## src/rtl/norm_pipeline_sequencer_pkg.sv

```systemverilog
// norm_pipe_pkg: shared types and constants for the crop_filter -> norm_reader
// frame sequencer.
//   PIX_W           - pixel / denominator width
//   DEFAULT_TIMEOUT - default watchdog budget in clock cycles
//   seq_state_t     - sequencer FSM states
package norm_pipe_pkg;

    localparam int PIX_W           = 8;
    localparam int DEFAULT_TIMEOUT = 1048576;

    typedef enum logic [2:0] {
        S_IDLE,
        S_LAUNCH,
        S_CROP,
        S_NORM,
        S_DONE,
        S_ERR
    } seq_state_t;

endpackage

```

## src/rtl/norm_pipeline_sequencer_if.sv

```systemverilog
// norm_pipeline_sequencer_if: host request/status signals plus the ap_ctrl
// handshakes of the crop and norm stages, bundled for the sequencer.
//   master - sequencer side (drives start pulses, denominator, status)
//   slave  - host/stage side (drives request, ready/done, max value, err_clear)
interface norm_pipeline_sequencer_if #(
    parameter int FRAME_CNT_W = 16
);
    import norm_pipe_pkg::*;

    logic                   frame_req;
    logic                   frame_req_ready;
    logic                   cf_ap_start;
    logic                   cf_ap_ready;
    logic                   cf_ap_done;
    logic [PIX_W-1:0]       cf_max_value;
    logic                   nr_ap_start;
    logic                   nr_ap_ready;
    logic                   nr_ap_done;
    logic                   seq_ap_idle;
    logic [PIX_W-1:0]       norm_denominator;
    logic                   norm_denominator_tvalid;
    logic                   busy;
    logic                   frame_done;
    logic [FRAME_CNT_W-1:0] frame_count;
    logic                   timeout_err;
    logic                   err_clear;

    modport master (
        input  frame_req, cf_ap_ready, cf_ap_done, cf_max_value,
               nr_ap_ready, nr_ap_done, err_clear,
        output frame_req_ready, cf_ap_start, nr_ap_start, seq_ap_idle,
               norm_denominator, norm_denominator_tvalid, busy,
               frame_done, frame_count, timeout_err
    );

    modport slave (
        output frame_req, cf_ap_ready, cf_ap_done, cf_max_value,
               nr_ap_ready, nr_ap_done, err_clear,
        input  frame_req_ready, cf_ap_start, nr_ap_start, seq_ap_idle,
               norm_denominator, norm_denominator_tvalid, busy,
               frame_done, frame_count, timeout_err
    );

endinterface

```

## src/rtl/norm_pipeline_sequencer_watchdog.sv

```systemverilog
// seq_watchdog: cycle counter bounding one frame's time in flight.
//   clk, reset - clock, synchronous active-high reset
//   clear      - zero the counter (frame launch)
//   enable     - count this cycle (frame in flight)
//   expired    - budget of TIMEOUT_CYCLES-1 counted cycles reached while enabled
module seq_watchdog #(
    parameter int TIMEOUT_CYCLES = 1048576
) (
    input  logic clk,
    input  logic reset,
    input  logic clear,
    input  logic enable,
    output logic expired
);

    localparam int              CNT_W = $clog2(TIMEOUT_CYCLES) + 1;
    localparam logic [CNT_W-1:0] LIMIT = CNT_W'(TIMEOUT_CYCLES - 1);

    logic [CNT_W-1:0] count;

    // Saturates at LIMIT so expiry stays asserted even if the FSM defers it
    // by a cycle (e.g. a crop completion taking priority).
    always_ff @(posedge clk) begin
        if (reset || clear) begin
            count <= '0;
        end else if (enable && count != LIMIT) begin
            count <= count + 1'b1;
        end
    end

    assign expired = enable && (count == LIMIT);

endmodule

```

## src/rtl/norm_pipeline_sequencer.sv

```systemverilog
// norm_pipeline_sequencer: frame-level controller for crop_filter -> norm_reader.
// Launches both stages with one-cycle start pulses, latches the crop stage's
// frame max as the (non-zero) normalization denominator, waits for the norm
// stage, and reports completion, frame count and a sticky watchdog error.
//   clk, reset - clock, synchronous active-high reset
//   bus        - master modport of norm_pipeline_sequencer_if
// All bus outputs are registered except frame_req_ready and seq_ap_idle.
module norm_pipeline_sequencer
    import norm_pipe_pkg::*;
#(
    parameter int TIMEOUT_CYCLES = DEFAULT_TIMEOUT,
    parameter int FRAME_CNT_W    = 16
) (
    input  logic                       clk,
    input  logic                       reset,
    norm_pipeline_sequencer_if.master  bus
);

    // A zero max would make the norm stage divide by zero; clamp to 1.
    function automatic logic [PIX_W-1:0] safe_denom(input logic [PIX_W-1:0] v);
        return (v == '0) ? PIX_W'(1) : v;
    endfunction

    seq_state_t state, next_state;
    logic       wd_expired;
    logic       launch_go;
    logic       start_nxt, latch_nxt, done_nxt, err_set, busy_nxt;

    logic                   cf_start_q, nr_start_q;
    logic [PIX_W-1:0]       denom_q;
    logic                   tvalid_q, busy_q, done_q, err_q;
    logic [FRAME_CNT_W-1:0] count_q;

    seq_watchdog #(.TIMEOUT_CYCLES(TIMEOUT_CYCLES)) u_watchdog (
        .clk     (clk),
        .reset   (reset),
        .clear   (state == S_IDLE && bus.frame_req),
        .enable  (state == S_LAUNCH || state == S_CROP || state == S_NORM),
        .expired (wd_expired)
    );

    assign launch_go = (state == S_LAUNCH) && bus.cf_ap_ready && bus.nr_ap_ready;

    always_ff @(posedge clk) begin
        if (reset) state <= S_IDLE;
        else       state <= next_state;
    end

    always_comb begin
        next_state = state;
        case (state)
            S_IDLE:   if (bus.frame_req) next_state = S_LAUNCH;
            S_LAUNCH: begin
                if (launch_go)       next_state = S_CROP;
                else if (wd_expired) next_state = S_ERR;
            end
            S_CROP: begin
                if (bus.cf_ap_done)  next_state = bus.nr_ap_done ? S_DONE : S_NORM;
                else if (wd_expired) next_state = S_ERR;
            end
            S_NORM: begin
                if (bus.nr_ap_done)  next_state = S_DONE;
                else if (wd_expired) next_state = S_ERR;
            end
            S_DONE:   next_state = S_IDLE;
            S_ERR:    next_state = S_IDLE;
            default:  next_state = S_IDLE;
        endcase
    end

    // Registered outputs are decoded from next_state so they line up with the
    // state they describe (busy/frame_done/timeout_err change with the state).
    always_comb begin
        start_nxt = launch_go;
        latch_nxt = (state == S_CROP) && bus.cf_ap_done;
        done_nxt  = (next_state == S_DONE);
        err_set   = (next_state == S_ERR);
        busy_nxt  = (next_state == S_LAUNCH) || (next_state == S_CROP) ||
                    (next_state == S_NORM)   || (next_state == S_DONE);
    end

    always_ff @(posedge clk) begin
        if (reset) begin
            cf_start_q <= 1'b0;
            nr_start_q <= 1'b0;
            denom_q    <= PIX_W'(1);
            tvalid_q   <= 1'b0;
            busy_q     <= 1'b0;
            done_q     <= 1'b0;
            count_q    <= '0;
            err_q      <= 1'b0;
        end else begin
            cf_start_q <= start_nxt;
            nr_start_q <= start_nxt;
            busy_q     <= busy_nxt;
            done_q     <= done_nxt;
            if (done_nxt) count_q <= count_q + 1'b1;
            // Denominator value is held; only its valid flag drops on relaunch/error.
            if (latch_nxt) begin
                denom_q  <= safe_denom(bus.cf_max_value);
                tvalid_q <= 1'b1;
            end else if (start_nxt || err_set) begin
                tvalid_q <= 1'b0;
            end
            if (err_set)            err_q <= 1'b1;
            else if (bus.err_clear) err_q <= 1'b0;
        end
    end

    assign bus.frame_req_ready         = (state == S_IDLE);
    assign bus.seq_ap_idle             = (state == S_IDLE) || (state == S_LAUNCH);
    assign bus.cf_ap_start             = cf_start_q;
    assign bus.nr_ap_start             = nr_start_q;
    assign bus.norm_denominator        = denom_q;
    assign bus.norm_denominator_tvalid = tvalid_q;
    assign bus.busy                    = busy_q;
    assign bus.frame_done              = done_q;
    assign bus.frame_count             = count_q;
    assign bus.timeout_err             = err_q;

endmodule
```

## src/flat_wrapper.sv

```systemverilog
// flat-port wrapper written by rule: the top's interface ports become plain ports
module norm_pipeline_sequencer_flat import norm_pipe_pkg::*;
#(
    parameter int TIMEOUT_CYCLES = DEFAULT_TIMEOUT,
    parameter int FRAME_CNT_W    = 16
)
  (clk, reset, bus_frame_req, bus_cf_ap_ready, bus_cf_ap_done, bus_cf_max_value, bus_nr_ap_ready, bus_nr_ap_done, bus_err_clear, bus_frame_req_ready, bus_cf_ap_start, bus_nr_ap_start, bus_seq_ap_idle, bus_norm_denominator, bus_norm_denominator_tvalid, bus_busy, bus_frame_done, bus_frame_count, bus_timeout_err);
  norm_pipeline_sequencer_if #(.FRAME_CNT_W(FRAME_CNT_W)) bus_i ();
  input  logic clk;
  input  logic reset;
  input wire logic [$bits(bus_i.frame_req)-1:0] bus_frame_req;
  input wire logic [$bits(bus_i.cf_ap_ready)-1:0] bus_cf_ap_ready;
  input wire logic [$bits(bus_i.cf_ap_done)-1:0] bus_cf_ap_done;
  input wire logic [$bits(bus_i.cf_max_value)-1:0] bus_cf_max_value;
  input wire logic [$bits(bus_i.nr_ap_ready)-1:0] bus_nr_ap_ready;
  input wire logic [$bits(bus_i.nr_ap_done)-1:0] bus_nr_ap_done;
  input wire logic [$bits(bus_i.err_clear)-1:0] bus_err_clear;
  output wire logic [$bits(bus_i.frame_req_ready)-1:0] bus_frame_req_ready;
  output wire logic [$bits(bus_i.cf_ap_start)-1:0] bus_cf_ap_start;
  output wire logic [$bits(bus_i.nr_ap_start)-1:0] bus_nr_ap_start;
  output wire logic [$bits(bus_i.seq_ap_idle)-1:0] bus_seq_ap_idle;
  output wire logic [$bits(bus_i.norm_denominator)-1:0] bus_norm_denominator;
  output wire logic [$bits(bus_i.norm_denominator_tvalid)-1:0] bus_norm_denominator_tvalid;
  output wire logic [$bits(bus_i.busy)-1:0] bus_busy;
  output wire logic [$bits(bus_i.frame_done)-1:0] bus_frame_done;
  output wire logic [$bits(bus_i.frame_count)-1:0] bus_frame_count;
  output wire logic [$bits(bus_i.timeout_err)-1:0] bus_timeout_err;
  assign bus_i.frame_req = bus_frame_req;
  assign bus_i.cf_ap_ready = bus_cf_ap_ready;
  assign bus_i.cf_ap_done = bus_cf_ap_done;
  assign bus_i.cf_max_value = bus_cf_max_value;
  assign bus_i.nr_ap_ready = bus_nr_ap_ready;
  assign bus_i.nr_ap_done = bus_nr_ap_done;
  assign bus_i.err_clear = bus_err_clear;
  assign bus_frame_req_ready = bus_i.frame_req_ready;
  assign bus_cf_ap_start = bus_i.cf_ap_start;
  assign bus_nr_ap_start = bus_i.nr_ap_start;
  assign bus_seq_ap_idle = bus_i.seq_ap_idle;
  assign bus_norm_denominator = bus_i.norm_denominator;
  assign bus_norm_denominator_tvalid = bus_i.norm_denominator_tvalid;
  assign bus_busy = bus_i.busy;
  assign bus_frame_done = bus_i.frame_done;
  assign bus_frame_count = bus_i.frame_count;
  assign bus_timeout_err = bus_i.timeout_err;
  norm_pipeline_sequencer #(.TIMEOUT_CYCLES(TIMEOUT_CYCLES), .FRAME_CNT_W(FRAME_CNT_W)) u_core (.clk(clk), .reset(reset), .bus(bus_i));
endmodule
```

## config.mk

```make
export PLATFORM = sky130hd
export DESIGN_NAME = norm_pipeline_sequencer_flat
export DESIGN_NICKNAME = d
export VERILOG_FILES = /design/src/rtl/norm_pipeline_sequencer_pkg.sv /design/src/rtl/norm_pipeline_sequencer_if.sv /design/src/rtl/norm_pipeline_sequencer_watchdog.sv /design/src/rtl/norm_pipeline_sequencer.sv /design/src/flat_wrapper.sv
export SDC_FILE = /design/constraint.sdc
export NUM_CORES = 1
export LEC_CHECK = 0
export BUFFER_PORTS_ARGS = -buffer_cell sky130_fd_sc_hd__clkbuf_2
export CORE_AREA = 3 3 127 92
export CTS_CLUSTER_SIZE = 10
export DETAILED_ROUTE_END_ITERATION = 6
export DIE_AREA = 0 0 130 95
export PLACE_DENSITY = 0.44
export SLEW_MARGIN = 20
export SYNTH_ARGS = -nofsm -noshare
export SYNTH_HDL_FRONTEND = slang
export SYNTH_SLANG_ARGS = --single-unit
```

## constraint.sdc

```tcl
create_clock -name clk -period 2.4 [get_ports clk]
set_input_delay 0.12 -clock clk [delete_from_list [all_inputs] [get_ports clk]]
set_output_delay 0.12 -clock clk [all_outputs]
set_load 0.01 [all_outputs]
```

Word-level counts from Yosys, hierarchy flattened
Index checks and enable logic that the tools add are counted.
Widths: inputs -> output; s select.

operators by class
  reduce and logical (&&, ||, !) cells = 18
  $add $sub $neg = 2
  multiplexer cells = 12
  equal/unequal tests = 10

operator list
  kind                   count
  $add 21x1->21 const B  1
  $eq 21x20->1 const B   1
  $ne 21x20->1 const B   1
  $mux 3                 6
  $add 16x1->16 const B  1
  $eq 3x2->1 const B     4
  $pmux 3 s4             1
  $logic_not 8->1        1
  $logic_or 1x1->1       8
  $mux 8                 1
  $eq 3x1->1 const B     2
  $eq 3x3->1 const B     2
  $logic_and 1x1->1      6
  $mux 1                 4
  $reduce_bool 2->1      2
  $logic_not 3->1        1

storage, ports and cells
  logic and storage cells = 51
  output and inout port bits = 32
  input bits = 16
  register bits after elaboration = 53

Depth between registers and ports, before layout
Gate-level depths: netlist of the first run.

  depth after elaboration = 11
  mapped depth = 7
  depth with buffers taken out = 5

Cells and area by module
From an unflattened synthesis of the first run, not the netlist that was laid out.

unflattened totals
  cell total of the unflattened synthesis = 305
  area total of the unflattened synthesis = 2675.1 µm²

modules (own cells, without submodules)
  module                   area each (µm²)  instances  seq. area each (µm²)  cells an instance
  norm_pipeline_sequencer  1490.2           1          640.6                 169
  seq_watchdog             1184.9           1          420.4                 136

Least setup slack after synthesis of the first run
No wires, ideal clock.

  kind = register to register
  start point = register u_core.u_watchdog.count[0]
  end point = register u_core.tvalid_q (netlist: u_core.bus.norm_denominator_tvalid)
  path slack = 0.426 ns
  setup time = 0.127 ns
  cell stages (with the launch flop) = 6
  data required time = 2.273 ns
  buffers on the path = 0
  clock period less this slack = 1.974 ns
  arrival time = 1.847 ns
  path through = dfxtp_1 > ha_1 > nand4b_1 > or4_4 > or4_4 > o2bb2ai_1

between the ends
  cells in the longest elaborated chain, start to end = 8
  elaborated cells on any way between the ends = 10
  those cells by class = eq/ne: 2; mux: 5; reduce/logical: 3

ends and longest elaborated chain
  what                                    line                                                                                         RTL
  start: declaration                      norm_pipeline_sequencer_watchdog.sv:19                                                       logic [CNT_W-1:0] count;
  start signal: assignment                norm_pipeline_sequencer_watchdog.sv:27                                                       count <= count + 1'b1;
  $eq 21x20->1 (*)                        norm_pipeline_sequencer_watchdog.sv:31                                                       assign expired = enable && (count == LIMIT);
  $logic_and 1x1->1 (*)                   norm_pipeline_sequencer_watchdog.sv:31
  $mux 3 (*)                              norm_pipeline_sequencer.sv:55, norm_pipeline_sequencer.sv:59, norm_pipeline_sequencer.sv:63
  $mux 3, on equally long branches        norm_pipeline_sequencer.sv:62, norm_pipeline_sequencer.sv:54, norm_pipeline_sequencer.sv:58
  $pmux 3 s4 (*)                          norm_pipeline_sequencer.sv:51                                                                case (state)
  $eq 3x3->1 (*)                          norm_pipeline_sequencer.sv:77                                                                err_set = (next_state == S_ERR);
  $logic_or 1x1->1 (*)                    norm_pipeline_sequencer.sv:102                                                               end else if (start_nxt || err_set) begin
  $reduce_bool 2->1 (no source line) (*)  -
  end signal: assignment                  norm_pipeline_sequencer.sv:87                                                                tvalid_q <= 1'b0;
  end signal: assignment                  norm_pipeline_sequencer.sv:101                                                               tvalid_q <= 1'b1;
  end signal: assignment                  norm_pipeline_sequencer.sv:103                                                               tvalid_q <= 1'b0;
  end: declaration                        norm_pipeline_sequencer.sv:31                                                                logic tvalid_q, busy_q, done_q, err_q;

Mark *: on every way between the ends. The rest lies on a longest branch, timed or not.
A chain may end at the register's enable or synchronous reset.

Worst setup path in the final report of the first run
Ends and elaborated chain as after synthesis.

==> impl_metrics.csv, run 1 <==
group,metric,value,unit
sta,worst_pin_slew,0.581,ns
sta,clock_skew,0.00883,ns
clock_network,clk_pin_slew,0.07,ns
global_routing,grt_pass1_vias,2222,
hold_path,hp-class,"in2reg",
critical_path,crit_slowest_cell,"or4_4",
critical_path,path_buf_inv,0,
cells_and_area,final_nets,383,
clock_network,htreeDepth,2,
drt,vias,2441,
critical_path,cp-start-kind,"flop",
placement,portBuffers,47,
run_status,status,"finished, final reports clean",
die,coreArea,10400,um^2
clock_network,cts_setup_buffers,0,
die,die_w,130,um
critical_path,critPathTopFamily,"simple AND/OR/NAND/NOR gates",
power,powerDensity,579,nW/um^2
power,ir_drop,0.304,mV
sta,final-setup-viol-count,0,
clock_network,clkLatencyLatePin,0.29,ns
sta,slew_viol_final,0,
sta,fin_crit_sh,0.886,
critical_path,r2r_setup_slack,0.27,ns
sta,setup_slack,0.274,ns
synthesis,async_flop_share,0,
placement,pre_cts_ws,0.256,ns
drt,drc,0,
power,p_leak,1.10,nW
synthesis,synth_top_flop_cell,"dfxtp_1",
critical_path,reg2reg_from,"u_core.u_watchdog.count[0]",
sta,setup_tns,0,ns
synthesis,ys_warn_count,0,
sta,fmax,470,MHz
die,die_area,12400,um^2
drt,wl_per_cell,14.2,um
global_routing,antenna_found_initial,0,
clock_network,cts_hold_buf,0,
critical_path,cpMostUsedCell,"or4_4",
clock_network,cts_buffers,5,
critical_path,r2r_end,"u_core.bus.norm_denominator_tvalid",
critical_path,worst_r2r_path_depth,5,
global_routing,grt-ovfl-total,0,
die,fp.dieH,95,um
synthesis,synthDistinctLibCells,49,
global_routing,grt_usage,0.115,
critical_path,cp_max_fo,4,
die,start_util,0.253,
synthesis,synth_edf_count,0,
cells_and_area,final_util,0.307,
cells_and_area,drive_gt1_frac,0.199,
clock_network,cts_tree,"done",
cells_and_area,diodes,0,
cells_and_area,area_growth,21.3,%
job,cap_violations,0,
drt,via_per_inst,4.90,
placement,place.gp.congestion,0.735,
synthesis,syn_inst,321,
synthesis,seq_area_frac_synth,0.402,
synthesis,ys_ff_latch,53,
synthesis,postSynthAreaPerCell,8.22,um^2
sta,rsz0062_at_grt,"false",
critical_path,crit_path_end_kind,"flop",
clock_network,cts-root-buf,"clkbuf_16",
sta,slew_headroom,0.609,
placement,post-dp-hpwl,5.18,mm
clock_network,ctsResizeCount,0,
hold_path,hold_path_depth,3,
synthesis,syn_nets,339,
drt,antenna_left,0,
hold_path,hp-start,"bus_cf_max_value[3]",
hold_path,holdPathEnd,"u_core.bus.norm_denominator[3]",
critical_path,cp_cell_sequence,"ha_1 > nand4b_1 > or4_4 > or4_4 > o2bb2ai_1",
cells_and_area,instances_no_fill,498,
sta,min_period,2.13,ns
die,io_pins,48,
global_routing,grt_pass1_wl,11.4,mm
drt,totalWireLength,7.09,mm
clock_network,clk_path_buf_depth,2,
critical_path,cp.required,2.57,ns
critical_path,cp.arrival,2.30,ns
drt,drt_first_pass_iters,4,
drt,drt_iter0_markers,151,
critical_path,worst_path_largest_cell_delay,0.58,ns
critical_path,crit_type,"reg2reg",
clock_network,cts_sinks,53,
placement,placedCellCount,490,
synthesis,synth_area,2640,um^2
global_routing,grt_max_degree,27,
sta,hold_viol,0,
die,rows,31,
-- cells in the mapped netlist, types with 3 or more instances --
library cell  instances  area share
nor2_1               13       0.018
nand3_1              12       0.023
nor2b_1               3      0.0071
dfxtp_1              53        0.40
a211oi_1              6       0.017
buf_2                 3      0.0057
nand2b_1              5       0.012
a21boi_0              5       0.014
o31ai_1               5       0.014
or3_1                25       0.059
nand2_1              52       0.074
and2_1                3      0.0071
nor3_1                5      0.0095
nor4_1                8       0.019
o21ai_0              11       0.021
clkbuf_1             14       0.020
a21oi_1              24       0.046
or4_1                 5       0.014
inv_1                 7       0.010
and4_1                3       0.010
nand4_1               8       0.019
mux2i_1              16       0.061
-- cells by family after synthesis --
logic type / after synthesis / synth area share
AND/OR/NAND/NOR: 153 / 0.310
AO/OA/AOI/OAI: 66 / 0.159
flip-flops: 53 / 0.402
buffers and inverters: 26 / 0.0398
multiplexers: 18 / 0.0692
XOR/XNOR: 3 / 0.00996
adder cells (fa/ha/maj): 2 / 0.00948
-- power by group --
| part | switching, W | total, W | internal, W |
|---|---|---|---|
| combinational | 0.0000777 | 0.000130 | 0.0000521 |
| clock | 0.000331 | 0.000826 | 0.000495 |
| sequential | 0.00000984 | 0.000896 | 0.000886 |
| total | 0.000419 | 0.00185 | 0.00143 |
-- registers in the layout (all words and copies together) (netlist names) --
name	count
u_core.u_watchdog.count	21
u_core.bus.frame_count	16
u_core.bus.norm_denominator	8
u_core.state	3
u_core.bus.busy	1
u_core.bus.cf_ap_start	1
u_core.bus.frame_done	1
u_core.bus.norm_denominator_tvalid	1
u_core.bus.timeout_err	1
-- worst max-delay path by stage --
stage / startpoint / end / slack [ns] / cells past startpoint
floorplan: u_core.u_watchdog.count[0] / u_core.bus.norm_denominator_tvalid / 0.43 / 5
global placement: u_core.u_watchdog.count[0] / u_core.bus.norm_denominator_tvalid / 0.29 / 5
detailed placement: u_core.u_watchdog.count[0] / u_core.bus.norm_denominator_tvalid / 0.26 / 5
CTS: u_core.u_watchdog.count[0] / u_core.bus.norm_denominator_tvalid / 0.26 / 5
global route: u_core.u_watchdog.count[0] / u_core.bus.norm_denominator_tvalid / 0.12 / 5
finish: u_core.u_watchdog.count[0] / u_core.bus.norm_denominator_tvalid / 0.27 / 5
-- cell usage in the layout (no fill, tap or decap), types with 6 or more instances in the layout --
cell type	synthesis	routed
inv_1	7	7
nor4_1	8	7
or3_1	25	25
mux2i_1	16	16
dfxtp_1	53	53
clkbuf_2	0	47
o21ai_0	11	11
buf_4	1	9
a21oi_1	24	24
nand3_1	12	12
nor2_1	13	13
nand2_1	52	52
nand4_1	8	8
a211oi_1	6	6
-- routing by layer --
layer,vias up,global-route usage,part of all wire
met5,-,0,0
met4,0,0.0182,0.0032
met3,2,0.0271,0.037
met2,37,0.163,0.41
met1,1131,0.176,0.55
li1,1271,-,-
-- area by class of cell --
| type | instances | area (um^2) |
|---|---|---|
| clock inverters | 2 | 38.8 |
| clock buffers | 6 | 129 |
| fillers | 1110 | 7230 |
| multi-input cells | 242 | 1480 |
| well taps | 132 | 165 |
| flip-flops and latches | 53 | 1060 |
| inverters | 7 | 26.3 |
| repair buffers | 56 | 303 |
-- worst min-delay path, stage by stage --
cell and delay (ns):
clkbuf_2 0.09, nand2_1 0.05, a21oi_1 0.05
-- stage by stage --
stage / cell area (um^2) / hold slack [ns] / total power, W
3_5_place_dp: 3030 / 0.364 / 0.00105
3_3_place_gp: 3030 / 0.362 / 0.00105
5_1_grt: 3200 / 0.0565 / 0.00193
4_1_cts: 3200 / 0.0484 / 0.00189
6_report: 3200 / 0.0552 / 0.00185
2_1_floorplan: 2640 / 0.256 / 0.000993
(Power assumes the default switching activity.)
==> run 2, diff against run 1 <==
BUFFER_PORTS_ARGS = unset   (was -buffer_cell sky130_fd_sc_hd__clkbuf_2)
CAP_MARGIN = 20   (was unset)
CTS_CLUSTER_DIAMETER = 150   (was unset)
DONT_BUFFER_PORTS = 1   (was unset)
PLACE_DENSITY = 0.4   (was 0.44)
==> run 2 against run 1 <==
- global-route usage is 0.26 points higher
- sequential share of layout area is 1.3 points higher
- first-iteration DRC count is 11% higher
- flip-flop and latch count stayed put
- clock-buffer cell count is 1 higher
- non-clock buffer count is 37 lower
- critical path depth stayed put
- register-to-register slack hardly changed
- power is 0.78% higher
- worst hold slack worse by 0.043 ns
- final cell count is 7.4% lower
- largest cell class unchanged
==> impl_metrics.csv, run 2 (synthesis results as in run 1) <==
group,metric,value,unit
run_status,status,"finished, final reports clean",
die,rows,31,
cells_and_area,final_util,0.295,
cells_and_area,drive_gt1_frac,0.0851,
sta,clock_skew,0.00812,ns
clock_network,cts_buffers,5,
clock_network,clk_pin_slew,0.07,ns
global_routing,grt_usage,0.117,
power,p_sw_frac,0.218,
global_routing,grt_pass1_vias,2097,
sta,final-setup-viol-count,0,
drt,totalWireLength,7.32,mm
die,coreArea,10400,um^2
drt,wl_per_cell,15.9,um
cells_and_area,diodes,0,
drt,via_per_inst,5.03,
job,cap_violations,0,
hold_path,hp-class,"in2reg",
placement,place.gp.congestion,0.723,
critical_path,critPathTopFamily,"simple AND/OR/NAND/NOR gates",
drt,vias,2317,
cells_and_area,final_nets,346,
die,die_w,130,um
clock_network,cts_tree,"done",
critical_path,crit_type,"reg2reg",
placement,portBuffers,0,
power,power,0.00187,W
clock_network,ctsResizeCount,0,
cells_and_area,layout_commonest_cell,"dfxtp_1",
sta,setup_slack,0.261,ns
global_routing,antenna_found_initial,0,
placement,pre_cts_ws,0.293,ns
critical_path,cp.required,2.57,ns
sta,slew_headroom,0.332,
cells_and_area,largest_register_ffs,21,
global_routing,grt_max_degree,32,
sta,setup_tns,0,ns
clock_network,cts-root-buf,"clkbuf_16",
critical_path,path_buf_inv,0,
sta,min_period,2.14,ns
drt,drt_iter0_markers,168,
drt,drc,0,
clock_network,clk_path_buf_depth,2,
power,ir_drop,0.288,mV
critical_path,cpMostUsedCell,"or4_4",
global_routing,grt_pass1_wl,11.5,mm
clock_network,clkLatencyLatePin,0.29,ns
sta,fin_crit_sh,0.891,
power,p_leak,0.941,nW
placement,post-dp-hpwl,5.06,mm
critical_path,crit_slowest_cell,"or4_4",
sta,rsz0062_at_grt,"false",
critical_path,cp.arrival,2.31,ns
critical_path,cp_max_fo,4,
sta,hold_ws,0.0124,ns
sta,fmax,467,MHz
power,p_seq_frac,0.481,
die,fp.dieH,95,um
power,combPwrFrac,0.063,
sta,worst_pin_slew,0.999,ns
drt,drt_first_pass_iters,4,
die,start_util,0.253,
power,powerDensity,606,nW/um^2
die,io_pins,48,
power,p_sw,0.000407,W
cells_and_area,most-common-layout-cells,"dfxtp_1 (53), nand2_1 (52), or3_1 (25)",
critical_path,crit_path_end_kind,"flop",
critical_path,cp_cell_sequence,"ha_1 > nand4b_1 > or4_4 > or4_4 > o2bb2ai_1",
power,intPower,0.00146,W
cells_and_area,top_register,"u_core.u_watchdog.count",
drt,antenna_left,0,
critical_path,cp-start-kind,"flop",
cells_and_area,area_growth,16.7,%
die,die_area,12400,um^2
clock_network,cts_sinks,53,
sta,hold_viol,0,
critical_path,worst_path_largest_cell_delay,0.58,ns
clock_network,htreeDepth,2,
sta,slew_viol_final,0,
global_routing,grt-ovfl-total,0,
power,clkPwrFrac,0.456,
[run 2: cell count changes in the layout (fill, tap and decap cells not counted), sizes merged]
cell         delta
buf             +2
clkbuf         -46
clkinv          -1
dlygate4sd3     +8
[run 2: cell type report]
cell class,count,area [um^2]
Sequential cell,53,1060
Timing Repair Buffer,19,175
Multi-Input combinational cell,242,1480
Clock buffer,7,143
Inverter,7,26.3
Tap cell,132,165
Clock inverter,1,30.0
Fill cell,1121,7350
[run 2: power by group through the flow]
| stage | clock network [W] | logic, W | registers, W |
|---|---|---|---|
| 3_3_place_gp | 0 | 0.0000951 | 0.000918 |
| 5_1_grt | 0.000911 | 0.000129 | 0.000899 |
| 2_1_floorplan | 0 | 0.0000800 | 0.000913 |
| 3_5_place_dp | 0 | 0.0000940 | 0.000918 |
| 4_1_cts | 0.000881 | 0.000118 | 0.000897 |
| 6_report | 0.000852 | 0.000117 | 0.000898 |
[run 2: what timing repair did]
action	in CTS	in global routing
buffers inserted	0	0
hold buffers	9	0
endpoints found under the hold margin	31	0
setup endpoints to repair	0	0
[run 2: metrics by stage]
step / instances / instance area [um^2]
after global routing: 461 / 3080
after CTS: 461 / 3080
after detailed placement: 444 / 2810
final: 461 / 3080
after floorplan: 321 / 2640
after global placement: 444 / 2810
[run 2: worst reg2reg max path, cell delays in order, from the launching register on]
cell and delay [ns]:
dfxtp_1 0.37, ha_1 0.21, nand4b_1 0.17, or4_4 0.58
or4_4 0.54, o2bb2ai_1 0.14
[run 2: final timing paths]
path                                     from                                  to  slack (ns)  depth (start not counted)
setup / recovery   u_core.u_watchdog.count[0]  u_core.bus.norm_denominator_tvalid        0.26                          5
hold / removal                          reset         u_core.u_watchdog.count[15]        0.01                          2
setup reg to reg   u_core.u_watchdog.count[0]  u_core.bus.norm_denominator_tvalid        0.26                          5
hold reg to reg   u_core.u_watchdog.count[20]         u_core.u_watchdog.count[20]        0.44                          2
[run 2: per-layer routing]
| layer | routed length [um] | track usage | share of wire |
|---|---|---|---|
| met4 | 55 | 0.0260 | 0.0075 |
| met3 | 283 | 0.0305 | 0.039 |
| met2 | 2950 | 0.156 | 0.40 |
| met5 | 0 | 0 | 0 |
| met1 | 4020 | 0.185 | 0.55 |
==> run 3, diff against run 2 <==
ABC_AREA = 1   (was unset)
CORE_AREA = 3 3 132 96   (was 3 3 127 92)
DIE_AREA = 0 0 135 99   (was 0 0 130 95)
==> run 3 against run 2 <==
- combinational power down 4%
- power down 6.5%
- clock power is 13% lower
- worst hold slack improved by 0.0032 ns
- critical path depth up 8
- die area rose by 8.2%
- routed wire length up 10%
- first-iteration DRC count up 17%
- via count up 15%
==> impl_metrics.csv, run 3 <==
group,metric,value,unit
die,fp.dieH,99,um
critical_path,reg2reg_from,"u_core.u_watchdog.count[0]",
synthesis,netlist_top_cells_count,"nand2_1 (88), dfxtp_1 (53), nor2_1 (50), inv_1 (35), a21oi_1 (32)",
cells_and_area,diodes,0,
sta,setup_tns,0,ns
drt,antenna_left,0,
synthesis,synth_top_area_share,0.375,
job,cap_violations,0,
sta,hold_viol,0,
clock_network,cts_sinks,53,
sta,slew_headroom,0.350,
synthesis,postSynthAreaPerCell,7.12,um^2
synthesis,syn_nets,416,
cells_and_area,area_growth,15.3,%
synthesis,async_flop_share,0,
critical_path,cp.arrival,2.16,ns
die,coreArea,11500,um^2
run_status,status,"finished, final reports clean",
sta,slew_viol_final,0,
global_routing,grt_pass1_wl,13.2,mm
synthesis,synth_top_flop_cell,"dfxtp_1",
die,die_w,135,um
critical_path,crit_type,"reg2reg",
synthesis,syn_inst,398,
cells_and_area,drive_gt1_frac,0.0990,
cells_and_area,design_area,3270,um^2
synthesis,seq_area_frac_synth,0.375,
sta,final-setup-viol-count,0,
critical_path,cp-start-kind,"flop",
die,rows,33,
drt,drt_first_pass_iters,4,
synthesis,synth_edf_count,0,
clock_network,htreeDepth,2,
cells_and_area,final_util,0.284,
critical_path,crit_path_end_kind,"flop",
global_routing,grt_usage,0.123,
synthesis,synth.most_common_cell,"nand2_1",
placement,post-dp-hpwl,5.87,mm
synthesis,yosys-top-cells-area,"dfxtp_1 (37%), nand2_1 (12%), nor2_1 (6.6%)",
power,ir_drop,0.261,mV
drt,drc,0,
sta,clock_skew,0.00935,ns
synthesis,yosys.area.top_type,"dfxtp_1",
global_routing,antenna_found_initial,0,
drt,vias,2665,
drt,via_per_inst,4.67,
synthesis,ys_ff_latch,53,
cells_and_area,largest_register_ffs,21,
sta,rsz0062_at_grt,"false",
global_routing,grt_pass1_vias,2478,
synthesis,ys_warn_count,0,
die,start_util,0.246,
hold_path,hp-class,"in2reg",
global_routing,grt-ovfl-total,0,
cells_and_area,most-common-layout-cells,"nand2_1 (88), dfxtp_1 (53), nor2_1 (50)",
drt,wl_per_cell,14.1,um
hold_path,hp-start,"bus_cf_max_value[6]",
critical_path,cp.required,2.54,ns
clock_network,cts_buffers,5,
critical_path,r2r_setup_slack,0.38,ns
clock_network,clkLatencyLatePin,0.30,ns
clock_network,cts_setup_buffers,0,
clock_network,cts_tree,"done",
sta,fmax,495,MHz
sta,worst_pin_slew,0.972,ns
critical_path,cp_max_fo,17,
die,die_area,13400,um^2
global_routing,grt_max_degree,24,
cells_and_area,final_nets,431,
cells_and_area,top_register,"u_core.u_watchdog.count",
synthesis,synth_area,2830,um^2
critical_path,r2r_end,"u_core.bus.busy",
cells_and_area,layout_commonest_cell,"nand2_1",
critical_path,worst_r2r_path_depth,13,
placement,dpl_cell_area,3030,um^2
sta,fin_crit_sh,0.841,
clock_network,clk_pin_slew,0.07,ns
power,powerDensity,534,nW/um^2
power,power,0.00174,W
placement,portBuffers,0,
placement,place.gp.congestion,0.850,
hold_path,hold_path_depth,2,
cells_and_area,fill_cells,1265,
power,p_leak,1.09,nW
clock_network,clk_path_buf_depth,2,
drt,totalWireLength,8.06,mm
drt,drt_iter0_markers,197,
synthesis,synthDistinctLibCells,38,
sta,min_period,2.02,ns
hold_path,holdPathEnd,"u_core.bus.norm_denominator[6]",
clock_network,cts-root-buf,"clkbuf_16",
die,io_pins,48,
clock_network,ctsResizeCount,0,
## run 3: worst max path at each step
stage / startpoint / to / depth (start not counted)
after floorplan: u_core.u_watchdog.count[0] / u_core.bus.frame_count[14] / 13
after global placement: u_core.u_watchdog.count[0] / u_core.bus.frame_count[8] / 12
after detailed placement: u_core.u_watchdog.count[0] / u_core.bus.frame_count[12] / 12
after CTS: u_core.u_watchdog.count[0] / u_core.bus.busy / 13
after global routing: u_core.u_watchdog.count[0] / u_core.bus.frame_count[3] / 11
final: u_core.u_watchdog.count[0] / u_core.bus.busy / 13
## run 3: cell type report
type | instances | area, um^2 | area share
Clock inverter | 3 | 22.5 | 0.00689
Timing Repair Buffer | 19 | 165 | 0.0506
Inverter | 36 | 135 | 0.0414
Clock buffer | 5 | 125 | 0.0383
Sequential cell | 53 | 1060 | 0.325
Multi-Input combinational cell | 298 | 1560 | 0.478
Tap cell | 157 | 196 | 0.0601
## run 3: logic make-up (layout without fill, tap and decap cells)
| family | count (synthesis) | count (layout) | share of synthesized area |
|---|---|---|---|
| AOI/OAI and AO/OA | 58 | 58 | 0.120 |
| xor gates and xnor gates | 21 | 21 | 0.0649 |
| adders and majority gates | 2 | 2 | 0.00883 |
| buffers and inverters | 47 | 63 | 0.0742 |
| DFF | 53 | 53 | 0.375 |
| and+or+nand+nor | 217 | 217 | 0.358 |
## run 3: routing by layer
| metal | share of wire | up-vias | GRT usage | wire, um |
|---|---|---|---|---|
| li1 | - | 1360 | - | - |
| met1 | 0.55 | 1226 | 0.199 | 4470 |
| met2 | 0.37 | 73 | 0.157 | 2940 |
| met3 | 0.072 | 6 | 0.0342 | 578 |
| met4 | 0.0082 | 0 | 0.0256 | 66 |
| met5 | 0 | - | 0 | 0 |
## run 3: where the power goes
part	internal, W	switching [W]	leakage, nW
sequential	0.000886	0.00000784	0.428
combinational	0.0000371	0.0000750	0.591
clock	0.000390	0.000350	0.0738
total	0.00131	0.000432	1.09
## run 3: worst max-delay path, cell delays in order (launching register included)
cell     delay [ns]
dfxtp_1        0.38
ha_1           0.24
inv_1          0.07
nor2_1         0.12
nand2_2        0.09
nor2_4         0.13
nand3_2        0.08
nand2_2        0.07
nand2_2        0.06
a21oi_4        0.16
buf_4          0.25
nand2_1        0.08
nand2_1        0.09
a21oi_2        0.05
## run 3: timing repair
item                                   in CTS  in global routing
hold buffers                                9                  0
endpoints found under the hold margin      29                  0
setup endpoints to repair                   0                  0
## run 3: per-stage QoR
step	worst slack [ns]	cells	hold WS, ns
finish	0.380	571	0.0156
global route	0.156	571	0.0263
CTS	0.360	571	0.0115
floorplan	0.523	398	0.189
detailed placement	0.423	554	0.193
global placement	0.452	554	0.192
